$ cat src/rtl/sha2_msg_schedule.sv
// SHA-2 message schedule: streams W0..W(ROUNDS-1) for one 16-word block.
// W0..W15 pass straight through; later words are expanded from a 16-entry circular buffer.
module sha2_msg_schedule #(
    parameter int unsigned WORDSIZE = 32
) (
    input  logic                clk,
    input  logic                rst,
    input  logic                in_valid,
    output logic                in_ready,
    input  logic [WORDSIZE-1:0] in_word,
    output logic                w_valid,
    input  logic                w_ready,
    output logic [WORDSIZE-1:0] w_out,
    output logic [6:0]          w_idx,
    output logic                w_last,
    output logic                busy
);

    localparam int unsigned ROUNDS = (WORDSIZE == 64) ? 80 : 64;
    localparam logic [6:0]  LastIdx = 7'(ROUNDS - 1);

    if (WORDSIZE != 32 && WORDSIZE != 64) begin : g_bad_wordsize
        $error("sha2_msg_schedule: WORDSIZE must be 32 or 64");
    end

    typedef enum logic [0:0] {StLoad, StExpand} state_e;

    state_e              state_q;
    logic [6:0]          j_q;
    logic [WORDSIZE-1:0] msg_q [16];
    logic                w_valid_q;
    logic [WORDSIZE-1:0] w_out_q;
    logic [6:0]          w_idx_q;
    logic                w_last_q;

    function automatic logic [WORDSIZE-1:0] rotr(input logic [WORDSIZE-1:0] x,
                                                 input int unsigned n);
        return (x >> n) | (x << (WORDSIZE - n));
    endfunction

    function automatic logic [WORDSIZE-1:0] sig0(input logic [WORDSIZE-1:0] x);
        if (WORDSIZE == 32) return rotr(x, 7) ^ rotr(x, 18) ^ (x >> 3);
        return rotr(x, 1) ^ rotr(x, 8) ^ (x >> 7);
    endfunction

    function automatic logic [WORDSIZE-1:0] sig1(input logic [WORDSIZE-1:0] x);
        if (WORDSIZE == 32) return rotr(x, 17) ^ rotr(x, 19) ^ (x >> 10);
        return rotr(x, 19) ^ rotr(x, 61) ^ (x >> 6);
    endfunction

    logic                adv;
    logic                in_fire;
    logic [3:0]          slot;
    logic [3:0]          idx_m2;
    logic [3:0]          idx_m7;
    logic [3:0]          idx_m15;
    logic [WORDSIZE-1:0] w_exp;

    assign adv      = !w_valid_q || w_ready;
    assign in_ready = !rst && (state_q == StLoad) && adv;
    assign in_fire  = in_valid && in_ready;

    // Buffer slot j mod 16 holds W(j-16) until it is overwritten with Wj.
    always_comb begin
        slot    = j_q[3:0];
        idx_m2  = slot - 4'd2;
        idx_m7  = slot - 4'd7;
        idx_m15 = slot + 4'd1;
        w_exp   = sig1(msg_q[idx_m2]) + msg_q[idx_m7] + sig0(msg_q[idx_m15]) + msg_q[slot];
    end

    always_ff @(posedge clk or posedge rst) begin
        if (rst) begin
            state_q   <= StLoad;
            j_q       <= '0;
            w_valid_q <= 1'b0;
            w_out_q   <= '0;
            w_idx_q   <= '0;
            w_last_q  <= 1'b0;
            for (int i = 0; i < 16; i++) begin
                msg_q[i] <= '0;
            end
        end else begin
            unique case (state_q)
                StLoad: begin
                    if (in_fire) begin
                        msg_q[slot] <= in_word;
                        w_out_q     <= in_word;
                        w_idx_q     <= j_q;
                        w_valid_q   <= 1'b1;
                        w_last_q    <= 1'b0;
                        j_q         <= j_q + 7'd1;
                        if (j_q == 7'd15) begin
                            state_q <= StExpand;
                        end
                    end else if (adv) begin
                        w_valid_q <= 1'b0;
                        w_last_q  <= 1'b0;
                    end
                end
                StExpand: begin
                    if (adv) begin
                        msg_q[slot] <= w_exp;
                        w_out_q     <= w_exp;
                        w_idx_q     <= j_q;
                        w_valid_q   <= 1'b1;
                        if (j_q == LastIdx) begin
                            w_last_q <= 1'b1;
                            j_q      <= '0;
                            state_q  <= StLoad;
                        end else begin
                            w_last_q <= 1'b0;
                            j_q      <= j_q + 7'd1;
                        end
                    end
                end
            endcase
        end
    end

    assign w_valid = w_valid_q;
    assign w_out   = w_out_q;
    assign w_idx   = w_idx_q;
    assign w_last  = w_last_q;
    assign busy    = (state_q == StExpand) || (j_q != 7'd0) || w_valid_q;

endmodule
$ cat config.mk
export PLATFORM = sky130hd
export DESIGN_NAME = sha2_msg_schedule
export DESIGN_NICKNAME = d
export VERILOG_FILES = /design/src/rtl/sha2_msg_schedule.sv
export SDC_FILE = /design/constraint.sdc
export NUM_CORES = 2
export LEC_CHECK = 0
export CAP_MARGIN = 20
export CORE_ASPECT_RATIO = 0.75
export CORE_MARGIN = 2
export CORE_UTILIZATION = 45
export CTS_CLUSTER_DIAMETER = 50
export DETAILED_ROUTE_END_ITERATION = 8
export PLACE_DENSITY = 0.64
export SYNTH_ARGS = -nofsm -noshare
export SYNTH_HDL_FRONTEND = slang
export SYNTH_SLANG_ARGS = --single-unit
$ cat constraint.sdc
create_clock -name clk -period 57.5 [get_ports clk]
set_input_delay 14.375 -clock clk [delete_from_list [all_inputs] [get_ports clk]]
set_output_delay 14.375 -clock clk [all_outputs]
set_load 0.02 [all_outputs]
==> flow_summary.json <==
{
  "ctsHoldBuffers": 0,
  "drive_gt1_frac": 0.236,
  "min_to": "w_idx[3]$_DFFE_PP0P_",
  "synth_top_area_cell": "dfrtp_1",
  "core_mm2": 0.0806,
  "period_needed_ns": 30.28,
  "cts_buffers": 60,
  "ant_nets": 0,
  "cts.clk_slew.worst_paths_ns": 0.06,
  "die_w_um": 334,
  "arrival_ns": 15.90,
  "rsz0062_at_grt": "false",
  "critPathMaxFanout": 3,
  "gp_congestion": 0.962,
  "wirelength_mm": 117,
  "post_drt_via_cell_ratio": 6.60,
  "avgSynthCellArea_um2": 11.9,
  "ios": 79,
  "drt_iter0_drc": 3550,
  "synth_top_flop_cell": "dfrtp_1",
  "die_h_um": 252,
  "setup_viol": 0,
  "cap_violations": 0,
  "grt_max_degree": 161,
  "synth_compound_area_frac": 0.0990,
  "grt_pass1_wl_mm": 177,
  "async_flop_share": 1.00,
  "via_count": 27400,
  "syn2layout_area_growth_pct": 10.7,
  "syn_nets": 3226,
  "cts_root_buf": "clkbuf_16",
  "synth_edf_count": 0,
  "required_ns": 43.12,
  "fin_skew_ns": 0.0377,
  "hold_depth": 2,
  "num_rows": 90,
  "track_usage": 0.284,
  "status": "completed",
  "synth_area_leaders": "dfrtp_1 38%, mux4_2 31%, o21ai_0 6.8%",
  "min_from": "w_idx[3]$_DFFE_PP0P_",
  "start_kind": "input port",
  "synth-xor-area-share": 0.0357,
  "wl_per_cell_um": 28.3,
  "antennaDiodeCount": 0,
  "cts_resized": 0,
  "finalHoldViolCount": 0,
  "r2r_setup_slack_ns": 47.18,
  "path_class": "input port to output pin",
  "synthMuxAreaShare": 0.320,
  "drtPass1Iterations": 5,
  "setup_tns_ns": 0,
  "synth-seq-cells": 561,
  "tritoncts": "done",
  "seq_area_frac_synth": 0.382,
  "synth_cells": 3091,
  "tightestPinTransition_ns": 1.13,
  "synthSimpleGateAreaFrac": 0.0742,
  "die_area_mm2": 0.0840,
  "synthTopCellsByCount": "561 x dfrtp_1, 534 x nand2_1, 500 x o21ai_0",
  "max-clock-path-buffers": 3,
  "fin_crit_sh": 0.527,
  "port_buffers": 78,
  "synthesis.area_mm2": 0.0368,
  "relSlewSlack": 0.245,
  "hold_path_class": "register to register",
  "fmax_ghz": 0.0330,
  "synth_top_area_share": 0.382,
  "maxSlewViolCount": 0,
  "grt_pass1_vias": 26900,
  "endpoint_kind": "output pin",
  "antenna_found_initial": 1,
  "drcViolationCount": 0,
  "r2r-end": "msg_q[339]$_DFFE_PP0P_",
  "nNetsFinal": 3169,
  "synth_fa_ha_area_frac": 0.0464,
  "synth_top_family_by_area": "multiplexers",
  "clk_latency_ns": 0.68,
  "cts_max_level": 2,
  "rr_worst_depth": 23,
  "cts_setup_buffers": 0,
  "synth.distinct_cells": 54,
  "ys_warn_count": 0,
  "cts.sink_count": 561,
  "start_util": 0.456,
  "grt-ovfl-total": 0,
  "worstReg2RegStart": "j_q[0]$_DFFE_PP0P_",
  "dp_hpwl_mm": 77.4,
  "yosysMostFrequentCell": "dfrtp_1"
}
==> stage by stage <==
step	cell area [um2]	worst slack (ns)	hold WS, ns	instances	util
2_1_floorplan	36800	27.44	0.475	3091	-
3_3_place_gp	38400	27.09	0.457	4023	0.477
3_5_place_dp	38500	27.20	0.459	4026	0.477
4_1_cts	40700	27.19	0.476	4139	0.504
5_1_grt	40700	27.13	0.500	4143	0.505
6_report	40700	27.22	0.470	4143	0.505
==> placed cells by master (no fill, tap or decap), types with 13 or more instances in the layout <==
cell type / netlist / layout
a21oi_1: 90 / 90
buf_4: 6 / 71
clkbuf_16: 0 / 61
clkbuf_8: 0 / 16
clkdlybuf4s50_1: 0 / 78
dfrtp_1: 561 / 556
fa_1: 62 / 62
ha_1: 37 / 35
inv_1: 101 / 100
mux2i_1: 32 / 31
mux4_2: 499 / 499
nand2_1: 534 / 533
nand3_2: 0 / 13
nor2_1: 93 / 93
nor3_1: 13 / 13
o21ai_0: 500 / 500
o31ai_1: 22 / 22
xnor2_1: 124 / 124
xor2_1: 21 / 19
==> critical path, cell delays in order <==
cell and delay, ns:
clkdlybuf4s50_1 0.53, nor3_1 0.33, clkdlybuf4s50_1 0.67
==> worst max path at each step <==
stage | startpoint | end | slack (ns)
after floorplan | rst | j_q[0]$_DFFE_PP0P_ | 27.44
after global placement | rst | in_ready | 27.09
after detailed placement | rst | in_ready | 27.20
after CTS | rst | in_ready | 27.19
after global routing | rst | in_ready | 27.13
final | rst | in_ready | 27.22
==> layer usage <==
metal / GRT usage / wire length (um) / vias up
li1: - / - / 11300
met1: 0.420 / 48400 / 14200
met2: 0.409 / 50500 / 1605
met3: 0.0769 / 14500 / 235
met4: 0.0915 / 3900 / 0
met5: 0 / 0 / -
==> flip-flops by register name, summed over array words and instances, names as in the netlist <==
register,cells
msg_q,512
w_out,32
j_q,7
w_idx,7
state_q,1
w_last,1
w_valid,1
==> layout make-up <==
type	instances	area, um2
Inverter	101	387
Tap cell	1058	1320
Clock inverter	31	430
Multi-Input combinational cell	2156	21300
Clock buffer	82	1770
Sequential cell	561	14100
Fill cell	6838	39900
Timing Repair Buffer	154	1420
==> cells by family (layout without fill, tap and decap cells) <==
logic type                 Yosys count  count (layout)
AOI/OAI and AO/OA                  677             677
buffers and inverters              374             368
xor gates and xnor gates           147             147
and+or+nand+nor                    693             693
adders and majority gates           99              99
muxes                              540             540
DFF                                561             561
Power is left out: the tool's default activity adds up to more than one toggle a clock period on the data nets, which glitch-free logic cannot reach.
